$ cat src/rtl/npc_predictor.sv
// Next-PC generator: direct-mapped BTB with 2-bit counters predicting from the fetch PC,
// plus EX-stage mispredict redirect/flush and table training.
module npc_predictor #(
   parameter int         ENTRIES  = 16,
   parameter int         IDX_W    = 4,
   parameter logic [1:0] CTR_INIT = 2'b10
) (
   input  logic        clk,
   input  logic        rst,
   input  logic [31:0] pc_in,
   input  logic        stall,
   input  logic        ex_valid,
   input  logic        ex_is_branch,
   input  logic [31:0] ex_pc,
   input  logic        ex_taken,
   input  logic [31:0] ex_target,
   input  logic        ex_pred_taken,
   input  logic [31:0] ex_pred_target,
   output logic [31:0] nextpc,
   output logic        pcenable,
   output logic        pred_taken,
   output logic [31:0] pred_target,
   output logic        flush,
   output logic [15:0] mispredict_cnt
);

   localparam int TAG_W = 32 - IDX_W - 2;

   logic [ENTRIES-1:0] valid_q, valid_d;
   logic [TAG_W-1:0]   tag_q [ENTRIES];
   logic [TAG_W-1:0]   tag_d [ENTRIES];
   logic [31:0]        tgt_q [ENTRIES];
   logic [31:0]        tgt_d [ENTRIES];
   logic [1:0]         ctr_q [ENTRIES];
   logic [1:0]         ctr_d [ENTRIES];
   logic [15:0]        cnt_q, cnt_d;

   logic [IDX_W-1:0] fe_idx, ex_idx;
   logic [TAG_W-1:0] fe_tag, ex_tag;
   logic             fe_hit, ex_hit, mispredict;
   logic [31:0]      fe_pc4, ex_pc4, correct_pc;

   // Word-offset bits never take part in indexing or tagging.
   logic unused_bits;
   assign unused_bits = &{1'b0, pc_in[1:0], ex_pc[1:0]};

   always_comb begin
      fe_idx      = pc_in[IDX_W+1:2];
      fe_tag      = pc_in[31:IDX_W+2];
      fe_pc4      = pc_in + 32'd4;
      fe_hit      = valid_q[fe_idx] && (tag_q[fe_idx] == fe_tag);
      pred_taken  = fe_hit && ctr_q[fe_idx][1];
      pred_target = pred_taken ? tgt_q[fe_idx] : fe_pc4;

      ex_idx = ex_pc[IDX_W+1:2];
      ex_tag = ex_pc[31:IDX_W+2];
      ex_pc4 = ex_pc + 32'd4;
      ex_hit = valid_q[ex_idx] && (tag_q[ex_idx] == ex_tag);

      mispredict = 1'b0;
      if (ex_valid) begin
         if (ex_is_branch)
            mispredict = (ex_taken != ex_pred_taken) ||
                         (ex_taken && (ex_target != ex_pred_target));
         else
            mispredict = ex_pred_taken;
      end
      correct_pc = (ex_is_branch && ex_taken) ? ex_target : ex_pc4;

      // A redirect must win over a stall or the wrong-path PC would be held.
      nextpc   = mispredict ? correct_pc : pred_target;
      flush    = mispredict;
      pcenable = mispredict || !stall;
      mispredict_cnt = cnt_q;
   end

   always_comb begin
      valid_d = valid_q;
      tag_d   = tag_q;
      tgt_d   = tgt_q;
      ctr_d   = ctr_q;
      cnt_d   = cnt_q;
      if (ex_valid) begin
         if (ex_is_branch) begin
            if (ex_hit) begin
               if (ex_taken) begin
                  if (ctr_q[ex_idx] != 2'b11) ctr_d[ex_idx] = ctr_q[ex_idx] + 2'd1;
                  tgt_d[ex_idx] = ex_target;
               end else if (ctr_q[ex_idx] != 2'b00) begin
                  ctr_d[ex_idx] = ctr_q[ex_idx] - 2'd1;
               end
            end else if (ex_taken) begin
               valid_d[ex_idx] = 1'b1;
               tag_d[ex_idx]   = ex_tag;
               tgt_d[ex_idx]   = ex_target;
               ctr_d[ex_idx]   = CTR_INIT;
            end
         end else if (ex_pred_taken) begin
            // Predicted a non-branch as taken: the entry aliases, drop it.
            valid_d[ex_idx] = 1'b0;
         end
      end
      if (mispredict && (cnt_q != 16'hFFFF)) cnt_d = cnt_q + 16'd1;
   end

   always_ff @(posedge clk or negedge rst) begin
      if (!rst) begin
         valid_q <= '0;
         cnt_q   <= '0;
         for (int i = 0; i < ENTRIES; i++) begin
            tag_q[i] <= '0;
            tgt_q[i] <= '0;
            ctr_q[i] <= 2'b01;
         end
      end else begin
         valid_q <= valid_d;
         tag_q   <= tag_d;
         tgt_q   <= tgt_d;
         ctr_q   <= ctr_d;
         cnt_q   <= cnt_d;
      end
   end

endmodule

$ cat config.mk
export PLATFORM = sky130hd
export DESIGN_NAME = npc_predictor
export DESIGN_NICKNAME = d
export VERILOG_FILES = /design/src/rtl/npc_predictor.sv
export SDC_FILE = /design/constraint.sdc
export NUM_CORES = 2
export LEC_CHECK = 0
export CORE_MARGIN = 10
export CORE_UTILIZATION = 45
export DETAILED_ROUTE_END_ITERATION = 16
export HOLD_SLACK_MARGIN = 0.02
export PLACE_DENSITY_LB_ADDON = 0.15
export SLEW_MARGIN = 20
export SYNTH_ARGS = -nofsm -noshare
export SYNTH_HDL_FRONTEND = slang
export SYNTH_SLANG_ARGS = --single-unit
$ cat constraint.sdc
create_clock -name clk -period 7.2 [get_ports clk]
set_clock_uncertainty 0.1 [all_clocks]
set_input_delay 1.44 -clock clk [delete_from_list [all_inputs] [get_ports clk]]
set_output_delay 1.44 -clock clk [all_outputs]
set_load 0.02 [all_outputs]
# After elaboration in Yosys (flattened, before gate mapping)
# Cells that the tools add are included.
# op_classes
n_lt_le_gt_ge	6
n_bitwise	9
n_eq_ne	9
muxes	45
n_addsub	5
n_reduce_logical	19
# ops
cell	count
$bwmux 512	1
$bwmux 416	1
$mux 32	11
$bmux 26 s4	2
$mux 26	5
$bmux 32 s4	1
$demux 32 s4	1
$demux 26 s4	1
$add 32x3->32 const B	2
$bwmux 32	2
$mux 16	4
$eq 26x26->1	2
$and 16x16->16	2
$ne 32x32->1	1
$not 16->16	2
$or 16x16->16	2
$add 16x1->16 const B	1
$bmux 2 s4	2
$ne 16x16->1 const B	1
$ge 5x5->1 const B	2
$lt 4x5->1 const B	2
$mux 2	5
$not 4->5	2
$bmux 1 s4	2
other kinds (19)	36
# totals
in_bits	135
ff_bits	992

# Logic depth before layout (Yosys ltp)
# depth
depth_word	9
mapped_depth	15

# Least setup slack after synthesis
# OpenSTA, ideal clock, no wires.
# synth_path
path_kind	in2out
startpoint	in pc_in[2]
endpoint	out nextpc[10]
slack_ns	0.665
cell_stages	12
path_buffers	3
arrival_time_ns	4.995
required_ns	5.660
cell_sequence	buf_2 -> buf_2 -> mux4_2 -> mux4_2 -> xnor2_1 -> nand3_1 -> nor4_1 -> nand4_1 -> a2111oi_4 -> buf_4 -> mux2_1 -> mux2_2
# synth_between
elab_chain_len	9
elab_cells_between_ends	18
cone_classes	add/sub (1); eq/ne (1); mux (13); bitwise (1); reduce/logical (2)
# synth_lines
item	line_no	source
start, declared	10	input logic [31:0] pc_in,
$not 4->5 (not written as such)	51, 52, 53	
$bmux 26 s4	51	fe_hit = valid_q[fe_idx] && (tag_q[fe_idx] == fe_tag);
$mux 26 (not written as such) (2 in a row)	51	
$eq 26x26->1	51	
$logic_and 1x1->1	51	
$logic_and 1x1->1	52	pred_taken = fe_hit && ctr_q[fe_idx][1];
$mux 32 *	53	pred_target = pred_taken ? tgt_q[fe_idx] : fe_pc4;
net pred_target[10]	22	output logic [31:0] pred_target,
$mux 32 *	71	nextpc = mispredict ? correct_pc : pred_target;
end, declared	19	output logic [31:0] nextpc,
# The timed path passes the listed nets; every way through them passes the cells marked *. The select of a mux whose other input is x is not followed.

# Worst setup path in the final report
# layout_path
startpoint	in pc_in[2]
endpoint	out nextpc[10]
# layout_between
elab_chain_len	9
elab_cells_between_ends	18
cone_classes	add/sub (1); eq/ne (1); mux (13); bitwise (1); reduce/logical (2)
# layout_lines
item	line_no
$not 4->5 (not written as such)	51, 52, 53
$bmux 26 s4	51
$mux 26 (not written as such) (2 in a row)	51
$eq 26x26->1	51
$logic_and 1x1->1	51
$logic_and 1x1->1	52
$mux 32 *	53
$mux 32 *	71
# Mark *: on every way between the ends. The rest lies on a longest branch, timed or not. The select of a mux whose other input is x is not followed.

==> flow_summary.yaml <==
placement:
  gp_congestion: 0.919
  port-buffer-count: 217
  pre_cts_slack_ps: -197
  dp_hpwl_um: 114000
  place_area_um2: 57100
run:
  max_cap_violations: 0
clock_network:
  clkTransAtPathRegs_ps: 60
  cts_buffer_depth: 3
  cts_buffers: 109
  cts_tree: "built"
  clk_latency_ps: 710
  ctsHoldBuffers: 0
  htree_levels: 3
  clock_sinks: 992
  cts_root_buf: "clkbuf_16"
worst_setup_path:
  cp_data_required_time_ps: 5660
  start_kind: "input pin"
  crit_path_end_kind: "output port"
  worstPathArrival_ps: 5570
  cp_max_fo: 21
  r2r_setup_slack_ps: 3060
  setup.worst_path.class: "in2out"
final_layout:
  final_common_cell: "mux2_2"
  fin_area_um2: 61100
  drive_gt1_frac: 0.486
  fin_nets: 3992
  nFillCells: 9621
  layout_common_cells: "mux2_2 (1,021), dfrtp_1 (976), mux4_2 (369)"
  area_delta_synth_final_pct: 17.3
drt:
  drt_iter0_drc: 3081
  firstDrtPassIters: 5
  drtAntennaViolNets: 0
  vias: 34100
  vias_per_cell: 6.25
  avgRoutedWirePerCell_um: 32.3
  drc: 0
  finalWirelength_um: 176000
yosys:
  synth_ff_type: "dfrtp_1"
  synth_top_family_by_area: "multiplexers"
  muxShareOfSynthArea: 0.400
  syn_area_um2: 52100
  ys_ff_latch: 992
  ys_seq_area_frac: 0.477
  synth_cell_types: 63
  syn_inst: 3608
  synthXorXnorAreaFrac: 0.0261
  syn_avg_cell_area_um2: 14.4
  synth-simple-area-share: 0.0334
  yosys.area_share.adder: 0.00192
  synth-compound-area-share: 0.0283
  yosysWarnings: 0
  syn_nets: 3751
  async_flop_share: 1.00
  synth_edf_count: 0
global_route:
  grt_max_degree: 165
  gr-usage-met1: 0.377
  gr-total-overflow: 0
  grt-busiest-layer: "met2"
  grt_first_pass_wirelength_um: 256000
  gr-usage-met2: 0.402
  grt_use_total: 0.266
  grt_antenna_before_repair: 8
  grt_pass1_vias: 35000
  grt_util_met3: 0.0736
timing:
  worst_pin_slew_ps: 1090
  setup_slack_ps: 88.8
  period_share: 0.988
  slew_headroom: 0.273
  post-route-min-period_ps: 7110
  finalMaxSlewViolations: 0
  clock.fmax_mhz: 141
  hold_slack_ps: 393
  setup_viol: 0
  hold_violations: 0
die:
  die-area_um2: 130000
  die_w_um: 360
  ioPinCount: 218
  core_area_um2: 115000
  row_count: 124
  die_h_um: 360
  start_util: 0.454
outcome:
  outcome: "complete, no violations"
pwr:
  ir_worst_vdd_mv: 0.208
  power_density_nw_per_um2: 253
  p_leak_nw: 27.4
worst_hold_path:
  hold_path.class: "reg2reg"
==> logic make-up (layout without fill, tap and decap cells) <==
family          count (synthesis)  in the layout
compound gates                209            209
xor+xnor                      155            155
fa+ha+maj                       8              8
buf+inv                       396            728
flops                         992            992
mux                          1490           1490
other cells                     0              3
simple gates                  358            358
==> cell type report <==
cell class / count / area, um2 / share of cell area
sequential: 992 / 24800 / 0.407
antenna: 3 / 7.51 / 0.000123
tap: 1512 / 1890 / 0.0310
multi-input combinational: 2220 / 25700 / 0.421
inverter: 49 / 184 / 0.00301
clock buffer: 159 / 3250 / 0.0532
timing repair buffer: 477 / 4620 / 0.0756
clock inverter: 43 / 577 / 0.00945
==> flip-flops by register name (all words and copies together) (netlist names), named ones only <==
register	flops
tag_q	416
ctr_q	32
tgt_q	512
mispredict_cnt	16
==> per-layer routing <==
layer  vias up  routed length (um)
met5         -                  25
met4         4                4770
met3       267               16400
met2      1424               78300
met1     18400               76600
li1      14000                   -
==> metrics by stage <==
step | total power, mW | std cells | utilization | TNS, ps
finish | 15.5 | 5455 | 0.533 | 0
global route | 16.0 | 5452 | 0.533 | -252
detailed placement | 9.57 | 5247 | 0.498 | -6520
global placement | 9.51 | 5247 | 0.498 | -3140
floorplan | 8.48 | 3608 | - | 0
CTS | 15.5 | 5449 | 0.531 | 0
==> critical path, cell delays in order <==
cell           delay [ps]
buf_16                200
buf_8                 200
mux4_2                510
mux4_2                530
xnor2_1               220
nand2_1               110
or4_1                 570
a2111oi_4             200
buf_4                 200
buf_12                130
buf_6                 210
mux2_1                390
mux2_2                270
dlygate4sd2_1         320
==> synth_stat cells, types with 23 or more instances <==
library cell | number | area (um2)
and3_1 | 23 | 144
buf_2 | 68 | 340
clkbuf_1 | 207 | 777
mux2i_1 | 86 | 861
xnor2_1 | 94 | 823
mux4_2 | 369 | 8310
dfrtp_1 | 976 | 24400
nand2_1 | 100 | 375
xor2_1 | 61 | 534
inv_1 | 48 | 180
buf_1 | 35 | 131
buf_4 | 34 | 255
nand3_1 | 62 | 310
nor2_1 | 73 | 274
a21oi_1 | 57 | 285
mux2_2 | 1021 | 11500
nand4_1 | 27 | 169
==> timing repair <==
action | CTS | global route
cloned | 0 | 1
endpoints found under the hold margin | 0 | 0
endpoints found under the setup margin | 54 | 25
resized for setup | 33 | 17
buffers inserted | 0 | 2
==> power by group <==
| group | switching [mW] | internal (mW) |
|---|---|---|
| clock | 2.44 | 3.53 |
| combinational | 1.25 | 1.48 |
| sequential | 0.461 | 6.31 |
==> worst paths after layout <==
path,start,end,cells after the start
min,mispredict_cnt[8]$_DFFE_PN0P_,mispredict_cnt[8]$_DFFE_PN0P_,1
max reg2reg,tag_q[30]$_DFFE_PN0P_,tag_q[247]$_DFFE_PN0P_,11
min reg2reg,mispredict_cnt[8]$_DFFE_PN0P_,mispredict_cnt[8]$_DFFE_PN0P_,1
max in group asynchronous,rst,tag_q[286]$_DFFE_PN0P_,2
min in group asynchronous,rst,tag_q[169]$_DFFE_PN0P_,1
max,pc_in[2],nextpc[10],14
(Power assumes the default switching activity.)
